===== src/rtl/bnn_weight_streamer.sv =====
// bnn_weight_streamer
// Transmit side of the BNN nibble-serial weight-load interface. Host words are
// buffered in a small FIFO and serialised as two load_en beats each (low nibble
// first). The block counts completed words and raises done after NUM_NEURONS words.
//
// Ports:
//   clk            clock, rising edge
//   rst_n          asynchronous active-low reset
//   ena_i          global enable; low freezes the FSM and inhibits pops
//   restart_i      one-cycle pulse: abort transfer, flush FIFO, clear count
//   wr_valid_i     host word valid
//   wr_data_i      host weight word
//   wr_ready_o     FIFO not full and not done
//   load_nibble_o  registered nibble beat to the core
//   load_en_o      registered beat enable (LO/HI states)
//   neuron_idx_o   registered count of completed words
//   busy_o         registered, high while streaming a word
//   done_o         registered, high once all words have been sent
module bnn_weight_streamer #(
    parameter int unsigned NUM_NEURONS = 20,
    parameter int unsigned FIFO_DEPTH  = 2
) (
    input  logic       clk,
    input  logic       rst_n,
    input  logic       ena_i,
    input  logic       restart_i,
    input  logic       wr_valid_i,
    input  logic [7:0] wr_data_i,
    output logic       wr_ready_o,
    output logic [3:0] load_nibble_o,
    output logic       load_en_o,
    output logic [4:0] neuron_idx_o,
    output logic       busy_o,
    output logic       done_o
);

    localparam int unsigned PtrW = (FIFO_DEPTH > 1) ? $clog2(FIFO_DEPTH) : 1;
    localparam int unsigned CntW = $clog2(FIFO_DEPTH) + 1;
    localparam logic [4:0]      LastIdx = 5'(NUM_NEURONS);
    localparam logic [CntW-1:0] FullCnt = CntW'(FIFO_DEPTH);

    typedef enum logic [1:0] {StIdle, StLo, StHi, StDone} state_e;

    state_e          state_q;
    logic [7:0]      mem_q [FIFO_DEPTH];
    logic [PtrW-1:0] wr_ptr_q;
    logic [PtrW-1:0] rd_ptr_q;
    logic [CntW-1:0] count_q;
    logic [3:0]      nibble_q;
    logic            load_en_q;
    logic            busy_q;
    logic            done_q;
    logic [4:0]      idx_q;

    logic       wr_ready;
    logic       push;
    logic       pop;
    logic       flush;
    logic       last_word;
    logic       has_next;
    logic [7:0] head;
    logic [7:0] next_word;
    logic [4:0] idx_inc;

    always_comb begin
        // A same-cycle pop is deliberately ignored so a push never lands on a full FIFO.
        wr_ready  = (count_q != FullCnt) && (state_q != StDone);
        push      = wr_valid_i && wr_ready && !restart_i;
        pop       = (state_q == StHi) && ena_i && !restart_i;
        idx_inc   = idx_q + 5'd1;
        last_word = (idx_inc == LastIdx);
        // Finishing the last word discards anything queued behind it.
        flush     = restart_i || (pop && last_word);
        head      = mem_q[rd_ptr_q];
        // Follow-on word: already queued, or arriving this cycle into a one-entry FIFO.
        has_next  = (count_q >= CntW'(2)) || ((count_q == CntW'(1)) && push);
        next_word = (count_q >= CntW'(2)) ? mem_q[rd_ptr_q + PtrW'(1)] : wr_data_i;
    end

    // Storage is not reset; occupancy is tracked by count_q.
    always_ff @(posedge clk) begin
        if (push) begin
            mem_q[wr_ptr_q] <= wr_data_i;
        end
    end

    always_ff @(posedge clk or negedge rst_n) begin
        if (!rst_n) begin
            wr_ptr_q <= '0;
            rd_ptr_q <= '0;
            count_q  <= '0;
        end else if (flush) begin
            wr_ptr_q <= '0;
            rd_ptr_q <= '0;
            count_q  <= '0;
        end else begin
            if (push) begin
                wr_ptr_q <= wr_ptr_q + PtrW'(1);
            end
            if (pop) begin
                rd_ptr_q <= rd_ptr_q + PtrW'(1);
            end
            if (push && !pop) begin
                count_q <= count_q + CntW'(1);
            end else if (pop && !push) begin
                count_q <= count_q - CntW'(1);
            end
        end
    end

    always_ff @(posedge clk or negedge rst_n) begin
        if (!rst_n) begin
            state_q   <= StIdle;
            nibble_q  <= 4'h0;
            load_en_q <= 1'b0;
            busy_q    <= 1'b0;
            done_q    <= 1'b0;
            idx_q     <= 5'd0;
        end else if (restart_i) begin
            state_q   <= StIdle;
            nibble_q  <= 4'h0;
            load_en_q <= 1'b0;
            busy_q    <= 1'b0;
            done_q    <= 1'b0;
            idx_q     <= 5'd0;
        end else if (ena_i) begin
            unique case (state_q)
                StIdle: begin
                    if (count_q != '0) begin
                        state_q   <= StLo;
                        nibble_q  <= head[3:0];
                        load_en_q <= 1'b1;
                        busy_q    <= 1'b1;
                    end
                end
                StLo: begin
                    state_q  <= StHi;
                    nibble_q <= head[7:4];
                end
                StHi: begin
                    idx_q <= idx_inc;
                    if (last_word) begin
                        state_q   <= StDone;
                        nibble_q  <= 4'h0;
                        load_en_q <= 1'b0;
                        busy_q    <= 1'b0;
                        done_q    <= 1'b1;
                    end else if (has_next) begin
                        state_q  <= StLo;
                        nibble_q <= next_word[3:0];
                    end else begin
                        state_q   <= StIdle;
                        nibble_q  <= 4'h0;
                        load_en_q <= 1'b0;
                        busy_q    <= 1'b0;
                    end
                end
                StDone: begin
                    state_q <= StDone;
                end
                default: begin
                    state_q <= StIdle;
                end
            endcase
        end
    end

    assign wr_ready_o    = wr_ready;
    assign load_nibble_o = nibble_q;
    assign load_en_o     = load_en_q;
    assign neuron_idx_o  = idx_q;
    assign busy_o        = busy_q;
    assign done_o        = done_q;

endmodule

===== config.mk =====
export PLATFORM = sky130hd
export DESIGN_NAME = bnn_weight_streamer
export DESIGN_NICKNAME = d
export VERILOG_FILES = /design/src/rtl/bnn_weight_streamer.sv
export SDC_FILE = /design/constraint.sdc
export NUM_CORES = 1
export LEC_CHECK = 0
export ABC_AREA = 1
export CAP_MARGIN = 30
export CORE_ASPECT_RATIO = 1.25
export CORE_MARGIN = 2
export CORE_UTILIZATION = 51
export CTS_CLUSTER_DIAMETER = 120
export CTS_CLUSTER_SIZE = 30
export DETAILED_ROUTE_END_ITERATION = 8
export PLACE_DENSITY = 0.81
export SYNTH_ARGS = -nofsm -noshare
export SYNTH_HDL_FRONTEND = slang
export SYNTH_SLANG_ARGS = --single-unit
export TNS_END_PERCENT = 50

===== constraint.sdc =====
create_clock -name clk -period 2.9 [get_ports clk]
set_input_delay 0.725 -clock clk [delete_from_list [all_inputs] [get_ports clk]]
set_output_delay 0.725 -clock clk [all_outputs]
set_load 0.02 [all_outputs]

==> report_table.html <==
<table>
<tr><th>Metric</th><th>Value</th></tr>
<tr><th colspan="2">Die</th></tr>
<tr><td>Boundary pin count</td><td>26</td></tr>
<tr><td>Std-Cell Core Area</td><td>3450 µm²</td></tr>
<tr><td>Die W</td><td>57.3 µm</td></tr>
<tr><td>Die outline area</td><td>4050 µm²</td></tr>
<tr><td>Initial core utilization</td><td>52.5%</td></tr>
<tr><td>Row count</td><td>24</td></tr>
<tr><td>Height of the chip</td><td>70.6 µm</td></tr>
<tr><th colspan="2">Logic synthesis</th></tr>
<tr><td>Sequential fraction of the synthesis area</td><td>50.0%</td></tr>
<tr><td>Number of nets produced by synthesis</td><td>229</td></tr>
<tr><td>Synthesized area per cell</td><td>8.75 µm²</td></tr>
<tr><td>Total of warnings raised by yosys</td><td>0</td></tr>
<tr><td>Flip-flop and latch count after synthesis</td><td>33</td></tr>
<tr><td>Fraction of post-synthesis cell area in the top cell type by area</td><td>26.5%</td></tr>
<tr><td>Library cells used by synthesis</td><td>26</td></tr>
<tr><td>Gate count of the mapped netlist</td><td>207</td></tr>
<tr><td>Cell type with the largest total area after synthesis</td><td>edfxtp_1</td></tr>
<tr><td>Ranking of synthesized cells by area</td><td>edfxtp_1, dfrtp_1, nand2_1, ha_1, inv_1</td></tr>
<tr><td>Cell area after synthesis</td><td>1810 µm²</td></tr>
<tr><th colspan="2">Placed design</th></tr>
<tr><td>Post-Place Cells</td><td>270</td></tr>
<tr><td>Cell area after placement</td><td>2110 µm²</td></tr>
<tr><td>Half-perimeter wire length of the detailed placement result</td><td>2650 µm</td></tr>
<tr><td>Weighted congestion reported at the end of routability-driven placement</td><td>0.935</td></tr>
<tr><td>Placement Setup Slack</td><td>0.684 ns</td></tr>
<tr><td>IO Port Bufs</td><td>25</td></tr>
<tr><th colspan="2">Timing</th></tr>
<tr><td>Worst clock skew</td><td>0.00635 ns</td></tr>
<tr><td>Post-route clock period utilization</td><td>86.4%</td></tr>
<tr><td>Number of hold-slack violations in the final timing report</td><td>0</td></tr>
<tr><td>F_max</td><td>399 MHz</td></tr>
<tr><td>Finish-stage setup viols</td><td>0</td></tr>
<tr><td>Setup repair after global routing missed its margin</td><td>no</td></tr>
<tr><td>Post-Route Setup TNS</td><td>0 ns</td></tr>
<tr><td>Final slew viol count</td><td>0</td></tr>
<tr><td>Final worst slack</td><td>0.396 ns</td></tr>
<tr><td>Clock period minus final worst setup slack</td><td>2.50 ns</td></tr>
<tr><td>Pin slew with the least headroom to its limit</td><td>0.760 ns</td></tr>
<tr><td>Worst rel slew slack</td><td>49.2%</td></tr>
<tr><th colspan="2">Drt</th></tr>
<tr><td>Residual DRC</td><td>0</td></tr>
<tr><td>Count of routing violations after the opening detailed-route iteration</td><td>51</td></tr>
<tr><td>Routed Antenna Nets</td><td>0</td></tr>
<tr><td>Vias per std cell</td><td>5.22</td></tr>
<tr><td>Wirelength, routed</td><td>3680 µm</td></tr>
<tr><td>Routed wire per std cell</td><td>13.2 µm</td></tr>
<tr><td>Number of detailed-routing iterations run before antenna repair</td><td>5</td></tr>
<tr><td>Total via count after detailed routing</td><td>1,450</td></tr>
<tr><th colspan="2">Clock tree</th></tr>
<tr><td>Count of clock tree sinks</td><td>33</td></tr>
<tr><td>Later-pin clock latency in the skew report</td><td>0.30 ns</td></tr>
<tr><td>Post-cts hold buffer count</td><td>0</td></tr>
<tr><td>CTS H-tree depth</td><td>2</td></tr>
<tr><td>Clock root buffer</td><td>clkbuf_8</td></tr>
<tr><td>Num CTS Buffers</td><td>5</td></tr>
<tr><td>TritonCTS clock tree</td><td>yes</td></tr>
<tr><td>Clock slew at reported path FFs</td><td>0.07 ns</td></tr>
<tr><td>Setup repair bufs after CTS</td><td>0</td></tr>
<tr><td>CTS Buffer Depth</td><td>2</td></tr>
<tr><td>Cells resized by post-CTS repair</td><td>0</td></tr>
<tr><th colspan="2">Min path</th></tr>
<tr><td>Hold_sp</td><td>load_nibble_o[2]</td></tr>
<tr><td>Worst Hold Path EP</td><td>load_nibble_o[2]</td></tr>
<tr><td>Min-Delay Path Class</td><td>flip-flop to flip-flop</td></tr>
<tr><td>Hold Path Depth</td><td>2</td></tr>
<tr><th colspan="2">Power and ir drop</th></tr>
<tr><td>Areal power density over the cells</td><td>778 nW/µm²</td></tr>
<tr><td>Worst vdd rail ir drop</td><td>0.613 mV</td></tr>
<tr><td>Relative contribution of the clock network to total power</td><td>25.6%</td></tr>
<tr><td>Combinational share of power</td><td>38.1%</td></tr>
<tr><td>Leakage</td><td>0.987 nW</td></tr>
<tr><td>Fraction of power consumed by sequential logic</td><td>36.2%</td></tr>
<tr><td>Total net switching power</td><td>0.625 mW</td></tr>
<tr><td>Int Power</td><td>1.10 mW</td></tr>
<tr><td>Switching part of the total</td><td>36.2%</td></tr>
<tr><th colspan="2">Final layout</th></tr>
<tr><td>Antenna Diode Count</td><td>0</td></tr>
<tr><td>Final net count</td><td>260</td></tr>
<tr><td>Combined area of the multi-input logic cells</td><td>807 µm²</td></tr>
<tr><td>Synthesis-to-layout area growth</td><td>22.6%</td></tr>
<tr><td>Filler Cell Count</td><td>279</td></tr>
<tr><td>Fraction of layout instances using a drive strength above 1</td><td>11.7%</td></tr>
<tr><td>Most frequent cells in the layout</td><td>nand2_1, clkdlybuf4s50_1, inv_1</td></tr>
<tr><td>Most frequent standard cell in the layout excluding fill and tap cells</td><td>nand2_1</td></tr>
<tr><td>Footprint of the flip-flops and latches</td><td>906 µm²</td></tr>
<tr><td>Non-filler cells in the finished layout</td><td>278</td></tr>
<tr><td>Final std cell area, no fill</td><td>2220 µm²</td></tr>
<tr><th colspan="2">Worst setup path</th></tr>
<tr><td>Family of cells with the greatest summed delay on the critical path</td><td>buffers and inverters</td></tr>
<tr><td>Cell count of the worst reg-to-reg path</td><td>8</td></tr>
<tr><td>Biggest fanout along the worst timing path</td><td>5</td></tr>
<tr><td>Endpoint arrival time on the critical path</td><td>1.78 ns</td></tr>
<tr><td>Worst Path Class, Setup</td><td>flip-flop to primary output</td></tr>
<tr><td>Worst flop-to-flop path startpoint</td><td>state_q[0]</td></tr>
<tr><td>Worst R2R End</td><td>count_q[0]</td></tr>
<tr><td>Startpoint type of the worst setup path</td><td>flip-flop</td></tr>
<tr><td>Crit-path slowest cell</td><td>clkdlybuf4s50_1</td></tr>
<tr><td>Kind of end point of the critical path</td><td>primary output</td></tr>
<tr><td>Crit path cell chain</td><td>inv_1, ha_1, nor2_4, clkdlybuf4s50_1</td></tr>
<tr><td>Buffer and inverter count on the worst path</td><td>2</td></tr>
<tr><td>Setup slack, reg-to-reg</td><td>1.16 ns</td></tr>
<tr><td>Worst endpoint required time</td><td>2.17 ns</td></tr>
<tr><td>Delay of the slowest cell on the worst path</td><td>0.62 ns</td></tr>
<tr><th colspan="2">GRT</th></tr>
<tr><td>Largest net degree at the start of global routing</td><td>18</td></tr>
<tr><td>Initial antenna violation count</td><td>0</td></tr>
<tr><td>Total grt overflow</td><td>0</td></tr>
<tr><td>Number of global-route vias before repair</td><td>1,339</td></tr>
<tr><td>First-pass GRT wire length</td><td>6330 µm</td></tr>
<tr><td>Global Route Usage Sum</td><td>20.6%</td></tr>
<tr><th colspan="2">Flow run</th></tr>
<tr><td>Count of max-cap constraint violations</td><td>0</td></tr>
<tr><th colspan="2">Outcome</th></tr>
<tr><td>Run status</td><td>complete, no violations</td></tr>
</table>
-- logic make-up after synthesis --
family	after synthesis	synth area share (%)
AO/OA/AOI/OAI	36	11.5
XOR/XNOR	1	0.484
adder cells (fa/ha/maj)	9	6.22
buffers and inverters	24	5.46
flip-flops	33	50.0
AND/OR/NAND/NOR	104	26.3
-- through the flow --
step                hold WS, ns  util (%)  total power, mW
CTS                       0.486      64.3             1.73
global placement          0.465      61.0             1.28
detailed placement        0.467      61.0             1.29
global route              0.508      64.3             1.86
finish                    0.481      64.3             1.73
floorplan                 0.429         -             1.09
-- synth_stat cells --
cell type,instances
nand2_1,69
inv_1,19
dfrtp_1,17
edfxtp_1,16
o21ai_0,12
a21oi_1,10
nor2_1,10
ha_1,9
nand2_2,6
nand3_1,6
o21bai_1,6
nand4_1,4
nor2_2,3
o21ai_1,3
buf_4,2
inv_2,2
nor2_4,2
o21ai_2,2
o22ai_1,2
a22o_1,1
and3_1,1
buf_2,1
nand3_2,1
nand3_4,1
nor3b_2,1
xnor2_1,1
-- worst max-delay path by stage --
stage | from | to | slack, ns | cells after the start
after detailed placement | restart_i | mem_q[1][1] | 0.68 | 5
final | count_q[0] | wr_ready_o | 0.40 | 4
after global routing | count_q[0] | wr_ready_o | 0.31 | 4
after global placement | restart_i | mem_q[1][1] | 0.71 | 5
after CTS | count_q[0] | wr_ready_o | 0.40 | 4
after floorplan | count_q[0] | mem_q[1][0] | 1.08 | 5
-- cell type report --
cell class	instances	area share [%]
Multi-Input combinational cell	150	36.3
Timing Repair Buffer	27	11.9
Sequential cell	33	40.8
Inverter	21	3.55
Clock buffer	5	3.10
Clock inverter	3	2.08
Tap cell	39	2.20
-- state kept, by name, indices dropped and copies added, names as in the netlist --
name	count
count_q	2
neuron_idx_o	5
mem_q	16
rd_ptr_q	1
wr_ptr_q	1
busy_o	1
state_q	2
done_o	1
load_nibble_o	4
-- worst register-to-register path, stage by stage, from the launching register on --
cell and delay [ns]:
dfrtp_1 0.42, inv_1 0.16, ha_1 0.28, nand2_1 0.14, nor2_2 0.22, nand2_2 0.11
nand2_2 0.09, nand2_1 0.05, and3_1 0.17
-- power groups by stage --
stage / Sequential, mW / Combinational (mW) / Clock, mW
floorplan: 0.660 / 0.429 / 0
global placement: 0.634 / 0.643 / 0
detailed placement: 0.635 / 0.654 / 0
CTS: 0.626 / 0.660 / 0.447
global route: 0.639 / 0.747 / 0.471
finish: 0.626 / 0.659 / 0.443
-- layer usage --
| metal | up-vias | GRT usage (%) | share of wire, % |
|---|---|---|---|
| li1 | 748 | - | - |
| met1 | 652 | 26.2 | 44 |
| met2 | 43 | 33.7 | 50 |
| met3 | 7 | 4.94 | 4.4 |
| met4 | 0 | 8.53 | 1.9 |
| met5 | - | 0 | 0 |
(Power assumes the default switching activity.)
